### config.mk
export PLATFORM = sky130hd
export DESIGN_NAME = programmable_gate_array
export DESIGN_NICKNAME = d
export VERILOG_FILES = /design/src/rtl/programmable_gate_array.sv
export SDC_FILE = /design/constraint.sdc
export NUM_CORES = 1
export LEC_CHECK = 0
export ABC_AREA = 0
export CAP_MARGIN = 20
export CELL_PAD_IN_SITES_DETAIL_PLACEMENT = 0
export CELL_PAD_IN_SITES_GLOBAL_PLACEMENT = 1
export CORE_UTILIZATION = 44
export DETAILED_ROUTE_END_ITERATION = 16
export GPL_TIMING_DRIVEN = 0
export PLACE_DENSITY = 0.88
export SLEW_MARGIN = 30
export SYNTH_ARGS = -nofsm -noshare
export SYNTH_HDL_FRONTEND = slang
export SYNTH_SLANG_ARGS = --single-unit
export TNS_END_PERCENT = 100
### constraint.sdc
create_clock -name clk -period 4.9 [get_ports clk]
set_input_delay 0.98 -clock clk [delete_from_list [all_inputs] [get_ports clk]]
set_output_delay 0.98 -clock clk [all_outputs]
set_load 0.01 [all_outputs]
### src/rtl/programmable_gate_array.sv
// Programmable bitwise logic unit with valid/ready streams.
// Bitwise mode maps each beat to one result; fold mode chains a packet.
module programmable_gate_array #(
    parameter int WIDTH = 8,
    parameter int CNT_W = 8
) (
    input  logic             clk,
    input  logic             rst_n,
    input  logic             cfg_we,
    input  logic [2:0]       cfg_op,
    input  logic             cfg_fold,
    output logic             cfg_busy,
    output logic [2:0]       op_q,
    output logic             fold_q,
    input  logic             in_valid,
    output logic             in_ready,
    input  logic [WIDTH-1:0] in_a,
    input  logic [WIDTH-1:0] in_b,
    input  logic             in_last,
    output logic             out_valid,
    input  logic             out_ready,
    output logic [WIDTH-1:0] out_y,
    output logic [CNT_W-1:0] out_len
);

    typedef enum logic {IDLE, ACCUM} state_t;

    state_t           state;
    logic [WIDTH-1:0] acc;
    logic [CNT_W-1:0] cnt;
    logic [CNT_W-1:0] cnt_inc;
    logic [WIDTH-1:0] fx;
    logic [WIDTH-1:0] fy;
    logic [WIDTH-1:0] res;
    logic             accept;
    logic             chained;

    function automatic logic [WIDTH-1:0] gate(
        input logic [2:0]       op,
        input logic [WIDTH-1:0] x,
        input logic [WIDTH-1:0] y
    );
        logic [WIDTH-1:0] r;
        unique case (op)
            3'b000: r = x & y;
            3'b001: r = x | y;
            3'b010: r = ~(x & y);
            3'b011: r = ~(x | y);
            3'b100: r = x ^ y;
            3'b101: r = ~(x ^ y);
            3'b110: r = x;
            3'b111: r = ~x;
        endcase
        return r;
    endfunction

    assign in_ready = !out_valid || out_ready;
    assign accept   = in_valid && in_ready;
    assign cfg_busy = (state == ACCUM);
    assign cnt_inc  = (&cnt) ? cnt : cnt + CNT_W'(1);

    // Inside a packet the running value replaces a, and a replaces b.
    assign chained = fold_q && (state == ACCUM);
    assign fx      = chained ? acc : in_a;
    assign fy      = chained ? in_a : in_b;
    assign res     = gate(op_q, fx, fy);

    always_ff @(posedge clk or negedge rst_n) begin
        if (!rst_n) begin
            op_q      <= 3'b000;
            fold_q    <= 1'b0;
            out_valid <= 1'b0;
            out_y     <= '0;
            out_len   <= '0;
            acc       <= '0;
            cnt       <= '0;
            state     <= IDLE;
        end else begin
            if (cfg_we && !cfg_busy) begin
                op_q   <= cfg_op;
                fold_q <= cfg_fold;
            end
            if (out_ready) begin
                out_valid <= 1'b0;
            end
            if (accept) begin
                if (!fold_q || (state == IDLE && in_last)) begin
                    out_y     <= res;
                    out_len   <= CNT_W'(1);
                    out_valid <= 1'b1;
                end else if (state == IDLE) begin
                    acc   <= res;
                    cnt   <= CNT_W'(1);
                    state <= ACCUM;
                end else if (in_last) begin
                    out_y     <= res;
                    out_len   <= cnt_inc;
                    out_valid <= 1'b1;
                    state     <= IDLE;
                end else begin
                    acc <= res;
                    cnt <= cnt_inc;
                end
            end
        end
    end

endmodule

# After elaboration in Yosys (flattened, before gate mapping)
# Cells that the tools add are included.
[op_classes]
add_sub_neg = 1
n_eq_ne = 8
muxes = 21
bitwise = 9
reduce_logical = 16
[op_table]
columns = ["operator", "n"]
rows = [
  ["two-way mux 8 bit", 13],
  ["one-hot mux 8 bit (8 select lines)", 1],
  ["inverter 8 bit", 4],
  ["== test 3 bit (second input constant)", 4],
  ["adder 8 x 1 -> 8 bit (second input constant)", 1],
  ["bitwise AND 8 bit", 1],
  ["OR 8 bit", 1],
  ["AND reduction 8 bit", 1],
  ["bitwise XOR 8 bit", 1],
  ["two-way mux 1 bit", 7],
  ["== test 3 x 2 -> 1 bit (second input constant)", 2],
  ["AND reduction 3 bit", 2],
  ["logical AND 1 bit", 4],
  ["nonzero test 2 bit", 2],
  ["== test 3 x 1 -> 1 bit (second input constant)", 1],
  ["logical NOT 1 bit", 3],
  ["logical NOT 3 bit", 1],
  ["logical OR 1 bit", 2],
  ["inequality test 2 bit (second input constant)", 1],
  ["inverter 1 bit", 2],
  ["AND reduction 2 bit", 1],
]
[totals]
ff_bits = 38
inputBits = 26
output_inout_bits = 23
elab_cells = 63

# Depth between registers and ports, before layout
# Gate-level depths: netlist of run 1.
[logic_depth]
word_depth = 8
mapped_depth = 11
mapped_depth_nobuf = 8

# Worst setup path before layout of run 1
# No wires, ideal clock.
[synth_path]
path_type = "in2reg"
from = "input in_a[2]"
to = "register out_y[2]"
setup_time_ns = 0.135
arrival_ns = 2.270
t_required_ns = 4.765
slack_ns = 2.495
cell_stages = 7
n_path_buf = 0
path_cell_list = "a21bo_2 -> and2_1 -> ha_1 -> nand2b_1 -> a21o_1 -> a311oi_1 -> o31ai_1"
[synth_between]
elab_chain_len = 7
word_cells_on_any_way = 13
cone_classes = "mux (6); bitwise (7)"
[synth_rtl]
columns = ["element", "line_no", "rtl"]
rows = [
  ["start: declaration", "17", "input logic [WIDTH-1:0] in_a,"],
  ["two-way mux 8 bit (on tied branches)", "64, 65", ""],
  ["bitwise XOR 8 bit (tied with other cells)", "49, 50", ""],
  ["inverter 8 bit (on tied branches)", "50, 47, 48", ""],
  ["one-hot mux 8 bit (8 select lines) *", "44", "unique case (op)"],
  ["two-way mux 8 bit", "95", "end else if (in_last) begin"],
  ["two-way mux 8 bit", "91", "end else if (state == IDLE) begin"],
  ["two-way mux 8 bit *", "87", "if (!fold_q || (state == IDLE && in_last)) begin"],
  ["end signal: assignment", "88", "out_y <= res;"],
  ["end signal: assignment", "96", "out_y <= res;"],
  ["end: declaration", "22", "output logic [WIDTH-1:0] out_y,"],
]
# Mark *: on every way between the ends. The rest lies on a longest branch, timed or not. The select of a mux whose other input is x is not followed.
# A chain may end at the register's enable or synchronous reset.

# Worst setup path after layout of run 1
[layout_path]
from = "input out_ready"
to = "output in_ready"
[layout_between]
elab_chain_len = 1
[layout_rtl]
columns = ["element", "line_no", "rtl"]
rows = [
  ["start: declaration", "21", "input logic out_ready,"],
  ["logical OR 1 bit", "57", "assign in_ready = !out_valid || out_ready;"],
  ["end: declaration", "16", "output logic in_ready,"],
]
# No other way between the ends.

==> key figures, run 1 <==
STA
  – Fmax: 302 MHz
  – Setup violators final: 0
  – Fin crit period: 3310 ps
  – Clk_skew: 4.69 ps
  – Worst slew margin relative to its limit: 65.3%
  – Slew Limit Fails: 0
  – Worst slew pin tran: 521 ps
  – RSZ-0062 raised after global routing: false
  – Fin crit share: 67.6%
  – Setup TNS: 0 ps
  – Final Hold Viols: 0

Yosys
  – Yosys reg bits: 38
  – Yosys cell types: 47
  – Ys Warns: 0
  – Mapped Area: 3020 um2
  – XOR/XNOR Fraction of Synth Area: 2.03%
  – Synthesized instance count: 334
  – Synth Area in Simple Gates: 20.4%
  – Synth Area in Compound Gates: 21.8%
  – Syn Area/Cell: 9.03 um2
  – Post-synth top flop: dfrtp_1
  – FFs w/ async S/R, synth: 100%
  – Syn_nets: 377
  – Post-synth EDFFs: 0
  – Largest family of logic cells by synthesized area: compound AO/OA/AOI/OAI gates
  – Synth Area in Adders: 7.05%
  – Post-synthesis mux area share: 9.46%
  – Sequential-to-total area share from yosys stat: 31.5%

Final layout
  – Share of cells above drive strength 1: 15.1%
  – N_diodes: 0
  – Area growth syn-to-layout: 24.0%
  – Fin area: 3740 um2
  – Fill cells: 604
  – Net count, final: 432

Status
  – Status: finished, violations left
  – Failing checks: DRC

Critical path
  – Crit path cell chain: clkdlybuf4s50_1 > nand2b_1 > buf_2 > clkdlybuf4s50_1
  – Worst setup SP type: primary input
  – Critical Path Fanout Max: 10
  – Reg2reg end: out_y[0]
  – Crit path max-delay cell type: clkdlybuf4s50_1
  – Origin of the critical flop-to-flop path: cfg_busy
  – Crit path kind: primary input to primary output
  – Worst EP required: 3920 ps
  – R2R cell count: 10
  – Top delay family on crit path: buffers and inverters
  – R2r setup slk: 2040 ps
  – Crit-path max cell delay: 570 ps
  – Worst EP arrival: 2330 ps
  – Setup crit end kind: primary output
  – CP most frequent cell: clkdlybuf4s50_1
  – Buf/Inv on CP: 3

Floorplanning
  – I/O pins: 49
  – Initial Utilization: 46.4%
  – Rows: 29
  – Die W: 84.8 um
  – Die area: 7190 um2
  – Die Ht: 84.8 um
  – Core Box Area: 6490 um2

Power and ir drop
  – Pleak: 1.63 nW
  – P per Cell Area: 601 nW/um2
  – VDD IR max: 0.291 mV

Clock tree
  – Clock latency on the worst-skew pair: 300 ps
  – Hold buffers post-CTS: 0
  – Post-cts sizing count: 0
  – CTS buffer count: 5
  – H-tree depth: 2
  – CTS tree: yes
  – CTS Root Cell: clkbuf_8
  – Clock Sinks: 38
  – Clock Tree Buf Depth: 2
  – Worst-path clk slew: 80 ps
  – Postcts setup bufs: 0

Global routing
  – GR Util met2: 36.8%
  – Vias in the first global route: 2,667
  – Global-route wire length before repair: 13,000 um
  – GR Layer Usage met3: 3.44%
  – Remaining global-route overflow: 0
  – Largest net degree at the start of global routing: 25
  – Met1 GRT Util: 31.5%
  – Gr usage total: 22.9%
  – Antenna violations before repair: 0
  – Global route hottest layer: met2

Detailed routing
  – DR iter-0 viols: 142
  – Avg WL per Cell: 16.4 um
  – DRC violations left: 3
  – Drt pass-1 iters: 11
  – Post-route ant nets: 0
  – DR vias: 2,681
  – Vias per cell: 5.74
  – Final wirelength: 7650 um

Min path
  – Min-delay worst type: register to register
  – Hold path cells: 2
  – Hold path start: out_len[6]
  – Hold Path End: out_len[6]

Placement
  – Port Buffer Count: 47
  – Gpl congestion: 0.869
  – DP HPWL: 5650 um
  – Placement Cell Area: 3600 um2

Run
  – Max cap viols: 0
## cell usage after synthesis (2+ instances only)
cell / n / area [um2]
a221o_1: 8 / 80.1
a31oi_1: 9 / 56.3
and4_1: 5 / 43.8
and2_1: 9 / 56.3
buf_4: 2 / 15.0
a21oi_1: 8 / 40.0
buf_6: 4 / 45.0
inv_1: 21 / 78.8
clkbuf_1: 8 / 30.0
mux2_2: 12 / 135
dfrtp_1: 38 / 951
nand2_1: 35 / 131
xnor2_1: 6 / 52.6
o211ai_1: 2 / 15.0
o31ai_1: 12 / 90.1
nor2_1: 8 / 30.0
a21o_1: 4 / 30.0
nand3_1: 16 / 80.1
nor2b_1: 6 / 37.5
nand2b_1: 7 / 43.8
buf_2: 12 / 60.1
mux2i_1: 15 / 150
a31oi_2: 3 / 37.5
ha_1: 17 / 213
o21ai_0: 11 / 55.1
a21bo_2: 7 / 70.1
nand4b_1: 3 / 26.3
nand4_1: 6 / 37.5
nor3_1: 5 / 25.0
a311oi_1: 12 / 105
and3_1: 7 / 43.8
## cell type report
class	count	area, um2	share of cell area [%]
plain buffers	27	154	4.11
clock buffers	6	82.6	2.21
clock inverters	2	60.1	1.61
inverters	21	78.8	2.11
multi-input cells	248	1830	49.0
flip-flops and latches	38	951	25.4
well taps	77	96.3	2.58
repair buffers	48	485	13.0
## metal layers
layer	vias up	routed length [um]
met5	-	0
met4	0	92
met3	9	407
met2	81	3540
met1	1264	3610
li1	1327	-
## report_power, final
part           leakage (nW)  internal [W]  switching, W  total, W
Sequential            0.472      0.000440     0.0000975  0.000537
Clock                0.0714      0.000217      0.000121  0.000338
Combinational          1.09      0.000625      0.000746   0.00137
## logic make-up after synthesis
family          count (synthesis)
buf+inv                        48
flops                          38
simple gates                  114
fa+ha+maj                      17
xor+xnor                        7
compound gates                 83
mux                            27
## per-stage QoR
step | util, % | setup slack, ps | std cells | hold slack (ps) | power [W]
3_5_place_dp | 55.4 | 1580 | 459 | 465 | 0.00190
5_1_grt | 57.6 | 1520 | 467 | 503 | 0.00242
4_1_cts | 57.6 | 1570 | 467 | 484 | 0.00225
3_3_place_gp | 55.2 | 1580 | 458 | 460 | 0.00188
6_report | 57.6 | 1590 | 467 | 477 | 0.00225
2_1_floorplan | - | 2490 | 334 | 463 | 0.00147
## layout by cell type (no fill, tap or decap), types with 2 or more instances in the layout
cell | netlist | final
mux2i_1 | 15 | 15
inv_1 | 21 | 21
xnor2_1 | 6 | 6
a21oi_1 | 8 | 8
nor2_1 | 8 | 8
nand2_1 | 35 | 35
nor2b_1 | 6 | 6
clkbuf_1 | 8 | 8
bufinv_16 | 0 | 2
a221o_1 | 8 | 8
a31oi_2 | 3 | 3
buf_4 | 2 | 2
mux2_2 | 12 | 12
dfrtp_1 | 38 | 38
a21o_1 | 4 | 4
buf_6 | 4 | 4
ha_1 | 17 | 17
a311oi_1 | 12 | 12
buf_2 | 12 | 13
nand3_1 | 16 | 16
and3_1 | 7 | 7
o31ai_1 | 12 | 12
nand2b_1 | 7 | 7
and4_1 | 5 | 5
clkdlybuf4s50_1 | 0 | 46
clkbuf_8 | 0 | 6
o21ai_0 | 11 | 11
nand4b_1 | 3 | 3
a21bo_2 | 7 | 7
o211ai_1 | 2 | 2
a31oi_1 | 9 | 9
nand4_1 | 6 | 6
and2_1 | 9 | 9
nor3_1 | 5 | 5
## worst register-to-register path, delay by kind of cell (launching register included)
family	cells	cell delay (ps)
fa+ha+maj	1	220
compound gates	3	720
simple gates	2	330
flops	1	490
buf+inv	3	590
mux	1	390
## state kept, by name, indices dropped and copies added (netlist names)
| register | flops |
|---|---|
| acc | 8 |
| cnt | 8 |
| out_len | 8 |
| out_y | 8 |
| op_q | 3 |
| cfg_busy | 1 |
| fold_q | 1 |
| out_valid | 1 |
## worst max path at each step
| stage | from | to | slack, ps | depth (start not counted) |
|---|---|---|---|---|
| after floorplan | in_a[2] | out_y[2] | 2490 | 7 |
| after global placement | out_ready | in_ready | 1580 | 4 |
| after detailed placement | out_ready | in_ready | 1580 | 4 |
| after CTS | out_ready | in_ready | 1570 | 4 |
| after global routing | out_ready | in_ready | 1520 | 4 |
| final | out_ready | in_ready | 1590 | 4 |
Note: power is estimated with default switching activity, not from simulation.
==> inputs of run 2 (changes only) <==
Settings changed: CORE_UTILIZATION 44 to 41, PLACE_DENSITY 0.88 to 0.83.
Clock period 4.9 ns to 3.2 ns, I/O delays scaled along.
==> run 2 against run 1 <==
  * Cell area up 0.50%
  * Critical path depth rose by 6
  * Clock power rose by 49%
  * The flow now finishes without violations
  * Flip-flop and latch count unchanged
  * Clock-buffer cell count is 1 lower
  * Core utilization decreased by 3.5 points
  * Total power up 53%
  * Largest power group unchanged
  * Global-route usage is 0.080 points lower
==> key figures, run 2 (synthesis gave the netlist of run 1 again) <==
Power and ir drop
  – Net Switching: 0.00150 W (+55%)
  – VDD IR max: 0.425 mV (+46%)
  – Sequential Power Share: 24.2% (+0.3 points)
  – Int Pwr: 0.00194 W (+51%)
  – Pleak: 1.63 nW (-0.19%)
  – Comb pwr share: 61.1% (about the same)
  – Clock share of power: 14.7% (-0.4 points)
  – P per Cell Area: 915 nW/um2 (+52%)
  – Switching part of the total power: 43.5% (+0.60 points)

Final layout
  – Most common cell after layout, fill and taps aside: clkdlybuf4s50_1
  – N_diodes: 0 (unchanged)
  – Fill cells: 655 (+8.4%)
  – Most frequent cells in the layout: 46 x clkdlybuf4s50_1, 38 x dfrtp_1, 35 x nand2_1
  – Area growth syn-to-layout: 24.6%
  – Net count, final: 432 (unchanged)
  – Multi-input gate area: 1830 um2 (unchanged)
  – Final std cells w/o fill: 486 (+4.1%)
  – Fin area: 3760 um2 (+0.50%)
  – Share of cells above drive strength 1: 15.1% (unchanged)
  – Storage element area: 951 um2 (unchanged)

Critical path
  – Top delay family on crit path: compound AO/OA/AOI/OAI gates
  – Critical Path Fanout Max: 10 (unchanged)
  – Crit-path max cell delay: 510 ps (-60 ps)
  – Crit path cell chain: buf_6 > nand2_2 > buf_2 > mux2_2 > inv_1 > ha_1 > nand2b_1 > a21o_1 > a311oi_1 > o31ai_1
  – Buf/Inv on CP: 3 (unchanged)
  – Setup crit end kind: register
  – Crit path max-delay cell type: dfrtp_1
  – Reg2reg end: acc[6]
  – Worst setup SP type: register
  – Critical Path Source: cfg_busy
  – Crit path kind: register to register
  – Origin of the critical flop-to-flop path: cfg_busy
  – R2R cell count: 10 (unchanged)
  – Worst EP arrival: 3090 ps (+760 ps)
  – Worst EP required: 3360 ps (-560 ps)
  – R2r setup slk: 270 ps (-1770 ps)

Clock tree
  – CTS buffer count: 5 (unchanged)
  – Hold buffers post-CTS: 0 (unchanged)
  – Post-cts sizing count: 0 (unchanged)
  – Clock Sinks: 38 (unchanged)
  – Worst-path clk slew: 80 ps (about the same)
  – CTS Root Cell: clkbuf_8
  – Clock latency on the worst-skew pair: 300 ps (about the same)
  – Clock Tree Buf Depth: 2 (unchanged)
  – Postcts setup bufs: 0 (unchanged)
  – CTS tree: yes
  – H-tree depth: 2 (unchanged)

STA
  – Final Hold Viols: 0 (unchanged)
  – Slew Limit Fails: 0 (unchanged)
  – Clk_skew: 4.03 ps (-0.655 ps)
  – Fmax: 341 MHz
  – Setup violators final: 0 (unchanged)
  – Fin crit period: 2930 ps
  – Worst slew pin tran: 521 ps (+0.0314 ps)
  – RSZ-0062 raised after global routing: false
  – Worst slew margin relative to its limit: 65.3% (about the same)
  – Setup TNS: 0 ps (unchanged)
  – Fin crit share: 91.6%

Placement
  – DP Cell Count: 478 (+4.1%)
  – DP HPWL: 5810 um (+2.7%)
  – Gpl congestion: 0.844 (-2.9%)
  – Port Buffer Count: 47 (unchanged)
  – Placement Cell Area: 3620 um2 (+0.66%)

Detailed routing
  – Drt pass-1 iters: 4 (-7)
  – DR vias: 2,712 (+1.2%)
  – DRC violations left: 0 (-3)
  – Final wirelength: 7860 um (+2.8%)
  – Avg WL per Cell: 16.2 um (-1.3%)
  – Vias per cell: 5.58 (-2.8%)
  – Post-route ant nets: 0 (unchanged)
  – DR iter-0 viols: 126 (-11%)

Floorplanning
  – Rows: 30 (+3.4%)
  – Core Box Area: 6940 um2 (+6.9%)
  – Initial Utilization: 43.4% (-3.0 points)
  – I/O pins: 49 (unchanged)
  – Die Ht: 87.8 um (+3.5%)
  – Die area: 7700 um2 (+7.1%)
  – Die W: 87.8 um (+3.5%)

Run
  – Max cap viols: 0 (unchanged)

Min path
  – Min-delay worst type: primary input to asynchronous set/reset pin

Status
  – Status: completed

Global routing
  – Vias in the first global route: 2,725 (+2.2%)
  – Global-route wire length before repair: 13,500 um (+3.6%)
  – Largest net degree at the start of global routing: 26 (+4.0%)
  – Antenna violations before repair: 0 (unchanged)
  – Gr usage total: 22.8% (-0.080 points)
  – Remaining global-route overflow: 0 (unchanged)
## run 2: metrics by stage
| step | power [W] | worst slack [ps] | hold WS, ps | util, % |
|---|---|---|---|---|
| final | 0.00344 | 269 | 232 | 54.1 |
| after global placement | 0.00289 | 312 | 460 | 51.9 |
| after detailed placement | 0.00292 | 314 | 465 | 52.2 |
| after floorplan | 0.00225 | 816 | 344 | - |
| after CTS | 0.00344 | 291 | 242 | 54.1 |
| after global routing | 0.00371 | 147 | 254 | 54.1 |
## run 2: layout make-up
class,count,share of cell area (%)
tap,96,3.19
clock buffer,5,1.83
inverter,21,2.10
buffer,27,4.09
sequential,38,25.3
timing repair buffer,48,12.9
clock inverter,3,1.83
multi-input combinational,248,48.8
## run 2: worst max-delay path by stage
stage	to	cells past startpoint
after floorplan	out_y[6]	11
after global placement	acc[6]	10
after detailed placement	acc[6]	10
after CTS	acc[6]	10
after global routing	acc[6]	10
final	acc[6]	10
## run 2: routing by layer
metal,vias to the layer above,wire [um],track usage (%)
li1,1330,-,-
met1,1287,3620,30.2
met2,88,3750,38.0
met3,7,425,3.86
met4,0,60,6.71
met5,-,0,0
## run 2: power by group through the flow
stage / Sequential, W / Clock [W] / Combinational (W)
finish: 0.000832 / 0.000504 / 0.00210
global route: 0.000860 / 0.000531 / 0.00232
CTS: 0.000829 / 0.000514 / 0.00209
detailed placement: 0.000836 / 0 / 0.00208
global placement: 0.000836 / 0 / 0.00206
floorplan: 0.000850 / 0 / 0.00140
==> variant 1, RTL diff (config.mk and constraints of run 2) <==
The parameter `CNT_W` goes from 8 to 10.
--- a/src/rtl/programmable_gate_array.sv
+++ b/src/rtl/programmable_gate_array.sv
@@ -3,5 +3,5 @@
 module programmable_gate_array #(
     parameter int WIDTH = 8,
-    parameter int CNT_W = 8
+    parameter int CNT_W = 10
 ) (
     input  logic             clk,
Ports: changed (resized out_len); port bits go from 49 to 51. The function was not compared with the original's and may differ.
==> variant 1 against run 2 <==
Cell area rose by 2.8%; area after synthesis rose by 3.4%; sequential cell count rose by 4; total power fell by 1.3%; setup slack improved by 0.083 ns; maximum frequency rose by 2.9%; sequential share of layout area rose by 1.9 points; wire length rose by 4.3%; synthesized cell count rose by 6.9%; largest cell class unchanged; highest routed layer unchanged.
==> variant 1: results (changes against run 2) <==
metric,value,unit,change
status,"complete, no violations",,
reg2reg_to,out_y[0],,
switchingPower,1.49,mW,-0.41%
first_iter_violations,154,,+22%
met3_length,434,µm,+2.1%
ff2ff_path_depth,10,,unchanged
synth_cell_types,53,,+13%
multi_input_area_share,0.483,,-0.00419
clkbuf_count,8,,+3
p_leak,1.66,nW,+1.7%
clkCellAreaFrac,0.0285,,-0.00812
rrSetupSlack,0.35,ns,+0.08 ns
grtUsageMet3,0.0286,,-0.0100
vias_per_cell,5.49,,-1.6%
drive_gt1_frac,0.118,,-0.0332
fin_nets,457,,+5.8%
fillers,704,,+7.5%
groute.layer.met1.usage,0.309,,+0.00684
path_delay_family,simple AND/OR/NAND/NOR gates,,
yosys-mux-area-fraction,0.0971,,+0.00251
track_usage,0.215,,-0.0129
cpPeakStageDelay,0.46,ns,-0.05 ns
arrival,3.04,ns,-0.05 ns
grt_pass1_wl,13000,µm,-3.4%
io_buffers,50,,+6.4%
syn_nets,400,,+6.1%
p_clk_frac,0.118,,-0.029
synth_area_leaders,"dfrtp_1 34%, ha_1 6.8%, mux2_2 6.1%, nor2b_1 3.6%, nand2_1 3.2%",,
routedWlPerCell,15.9,µm,-1.4%
multi_input_cells,267,,+7.7%
ir_worst_vdd,421,µV,-0.86%
min_path_type,in2async,,
synth_common_cells,"42 x dfrtp_1, 27 x nand2_1, 20 x inv_1",,
hold_ws,0.243,ns,+0.0110 ns
non_clock_buffer_count,77,,+2.7%
use_met2,0.347,,-0.0329
final-nonclk-buf-share,0.164,,-0.00624
post_cts_buffers,0,,unchanged
synth_xor_area_frac,0.0281,,+0.00776
gp_congestion,0.838,,-0.68%
regArea,0.00105,mm²,+11%
wl_met1,3900,µm,+7.7%
yosysSeqAreaShare,0.337,,+0.0217
worst_pin_slew,0.579,ns,+0.0586 ns
dpl_worst_slack,-0.0270,ns,-0.341 ns
clock_skew,0.00554,ns,+0.00151 ns
grt_max_degree,29,,+12%
n_sequential_cell,42,,+11%
crit_path_max_fanout,19,,+9
combPwrFrac,0.622,,+0.011
synth-adder-area-share,0.0682,,-0.00232
setup_ws,0.353,ns,+0.0834 ns
dpl.hpwl,6140,µm,+5.8%
crit_slowest_cell,nand2_2,,
grt_pass1_vias,2721,,-0.15%
met2_length,3790,µm,+1.1%
synth_compound_area_frac,0.199,,-0.0196
[variant 1: cell types whose count changed after synthesis, moves of 7 or more]
| cell | run 2 | this run |
|---|---|---|
| nor2b_1 | 6 | 18 |
| a21oi_1 | 8 | 19 |
| nor2_1 | 8 | 19 |
| a311oi_1 | 12 | 2 |
| o21ai_1 | 0 | 9 |
| o31ai_1 | 12 | 3 |
| a221o_1 | 8 | 0 |
| a31oi_1 | 9 | 1 |
| nand2_1 | 35 | 27 |
| a21bo_2 | 7 | 0 |
| o22ai_1 | 0 | 7 |
[variant 1: cells by family (layout without fill, tap and decap cells)]
group	Yosys count	count (layout)
and+or+nand+nor	120	120
buffers and inverters	48	106
DFF	42	42
muxes	28	28
adders and majority gates	17	17
AOI/OAI and AO/OA	92	92
xor gates and xnor gates	10	10
[variant 1: stage by stage]
step                      area [µm²]  std cells  power [mW]
after floorplan                 3120        357        2.29
after global placement          3740        506        2.95
after detailed placement        3760        507        3.00
after CTS                       3860        514        3.40
after global routing            3860        514        3.66
final                           3860        514        3.40
==> variant 2, RTL diff (flow settings as in run 2) <==
Without the edit above. Register the inputs `cfg_we`, `cfg_op` and `cfg_fold` before use, with the module's reset. The logic sees them one clock later. The other inputs are not delayed to match.
--- a/src/rtl/programmable_gate_array.sv
+++ b/src/rtl/programmable_gate_array.sv
@@ -25,4 +25,20 @@
 
     typedef enum logic {IDLE, ACCUM} state_t;
+
+    logic cfg_we_q;
+    logic [2:0] cfg_op_q;
+    logic cfg_fold_q;
+
+    always_ff @(posedge clk or negedge rst_n) begin
+        if (!rst_n) begin
+            cfg_we_q   <= '0;
+            cfg_op_q   <= '0;
+            cfg_fold_q <= '0;
+        end else begin
+            cfg_we_q   <= cfg_we;
+            cfg_op_q   <= cfg_op;
+            cfg_fold_q <= cfg_fold;
+        end
+    end
 
     state_t           state;
@@ -77,7 +93,7 @@
             state     <= IDLE;
         end else begin
-            if (cfg_we && !cfg_busy) begin
-                op_q   <= cfg_op;
-                fold_q <= cfg_fold;
+            if (cfg_we_q && !cfg_busy) begin
+                op_q   <= cfg_op_q;
+                fold_q <= cfg_fold_q;
             end
             if (out_ready) begin
Behaviour: not the same (Yosys sat finds a counterexample within 4 cycles, from zero or initial values and one cycle with rst_n low).
==> variant 2 against run 2 <==
Sequential cell count rose by 5; cell area rose by 1.7%; wire length fell by 7.8%; area after synthesis rose by 2.8%; total power fell by 0.52%; critical endpoint is now out_y[1]; largest power group unchanged; worst hold slack improved by 0.074 ns; setup slack improved by 0.14 ns; first-iteration DRC count fell by 37%; synthesized cell count fell by 6.0%.
==> variant 2: results (changes against run 2) <==
metric,value,unit,change
status,"complete, no violations",,
cts_buffer_depth,2,,unchanged
rrSetupSlack,0.41,ns,+0.14 ns
ir_worst_vdd,376,µV,-11%
crit_path_max_fanout,10,,unchanged
critPathKind,reg2reg,,
switchingPower,1.46,mW,-2.7%
period_minus_slack,2.79,ns,-0.141 ns
fin_cells,469,,-3.5%
synth_common_cells,"43 x dfrtp_1, 36 x nand2_1, 26 x inv_1",,
drive_gt1_frac,0.203,,+0.0514
first_iter_violations,79,,-37%
synth_area_leaders,"dfrtp_1 35%, ha_1 6.9%, mux2_2 6.5%, mux2i_4 5.8%, xnor2_1 5.4%",,
dpl.cell_count,461,,-3.6%
grtUsageMet3,0.0517,,+0.0131
synth_cell_types,47,,unchanged
min_path_type,in2async,,
cpPeakStageDelay,0.49,ns,-0.02 ns
ff2ff_path_depth,9,,-1
syn_nets,357,,-5.3%
crit_slowest_cell,dfrtp_1,,
clock_skew,0.00875,ns,+0.00472 ns
clock_latency,0.30,ns,about the same
fin_nets,412,,-4.6%
gp_congestion,0.813,,-3.7%
io_buffers,48,,+2.1%
vias_per_cell,5.21,,-6.6%
grt_pass1_wl,11900,µm,-12%
grt_pass1_vias,2478,,-9.1%
firstDrtPassIters,5,,+1
antenna_found_initial,0,,unchanged
numCtsBuffers,5,,unchanged
h-tree-depth,2,,unchanged
arrival,3.00,ns,-0.09 ns
antennaDiodeCount,0,,unchanged
post_cts_buffers,0,,unchanged
ys.flop_type,dfrtp_1,,
reg2reg_to,out_y[1],,
ys_async_sr_fraction,1.00,,unchanged
track_usage,0.201,,-0.0271
use_met2,0.373,,-0.00712
cts_root_buf,clkbuf_8,,
worst_pin_slew,0.611,ns,+0.0901 ns
grt_max_degree,44,,+69%
p_leak,1.69,nW,+3.3%
dpl.hpwl,5060,µm,-13%
clk_pin_slew,0.09,ns,
groute.layer.met1.usage,0.225,,-0.0771
dpl_worst_slack,0.407,ns,+0.0933 ns
hold_ws,0.306,ns,+0.0741 ns
synth_cells,314,,-6.0%
r2r-start,fold_q,,
wl,7250,µm,-7.8%
cts_resized,0,,unchanged
yosysSeqAreaShare,0.347,,+0.0317
variant 2: cell types whose count changed after synthesis, sizes merged, moves of 6 or more:
| cell | delta |
|---|---|
| mux2 | +6 |
| and3 | -7 |
| xnor2 | +13 |
| a31oi | -10 |
| a311oi | -12 |
| a221o | -8 |
| a221oi | +6 |
| a21oi | +13 |
| clkbuf | -6 |
| a21bo | -8 |
| and2 | -9 |
| nand3 | -10 |
variant 2: how the worst max path moves through the flow:
stage / end / depth (start not counted)
floorplan: out_y[3] / 9
global placement: acc[7] / 1
detailed placement: acc[7] / 9
CTS: out_y[1] / 9
global route: out_y[3] / 9
finish: out_y[1] / 9
variant 2: worst max-delay path, delay by kind of cell (launching register included):
kind,cells,cell delay (ns)
compound gates,3,0.67
fa+ha+maj,1,0.15
buf+inv,2,0.41
flops,1,0.49
mux,2,0.73
simple gates,1,0.24
variant 2: kinds of logic (layout without fill, tap and decap cells):
| kind of cell | Yosys count | after routing | synth area share |
|---|---|---|---|
| adder cells (fa/ha/maj) | 17 | 17 | 0.0686 |
| AO/OA/AOI/OAI | 70 | 70 | 0.172 |
| AND/OR/NAND/NOR | 81 | 81 | 0.133 |
| flip-flops | 43 | 43 | 0.347 |
| buffers and inverters | 48 | 104 | 0.0706 |
| XOR/XNOR | 19 | 19 | 0.0537 |
| multiplexers | 36 | 36 | 0.156 |
variant 2: cell type report:
type,count,area [µm²]
Buffer,22,121
Clock buffer,6,82.6
Clock inverter,2,38.8
Fill cell,684,3470
Inverter,26,97.6
Multi-Input combinational cell,223,1810
Sequential cell,43,1080
Tap cell,99,124
Timing Repair Buffer,48,478
variant 2: metal layers:
metal  up-vias  part of all wire
met5         -                 0
met4         0             0.014
met3        10             0.057
met2        61              0.51
met1      1179              0.42
li1       1194                 -
variant 2: per-stage QoR:
| step | total power, mW | area [µm²] |
|---|---|---|
| after CTS | 3.45 | 3820 |
| after global placement | 2.93 | 3710 |
| after detailed placement | 2.97 | 3700 |
| final | 3.42 | 3820 |
| after global routing | 3.70 | 3820 |
| after floorplan | 2.39 | 3100 |
variant 2: power by group through the flow:
stage	Sequential (mW)	Combinational (mW)	Clock, mW
after detailed placement	0.883	2.08	0
after floorplan	0.902	1.49	0
final	0.870	2.08	0.468
after global placement	0.876	2.06	0
after CTS	0.874	2.09	0.480
after global routing	0.894	2.31	0.494
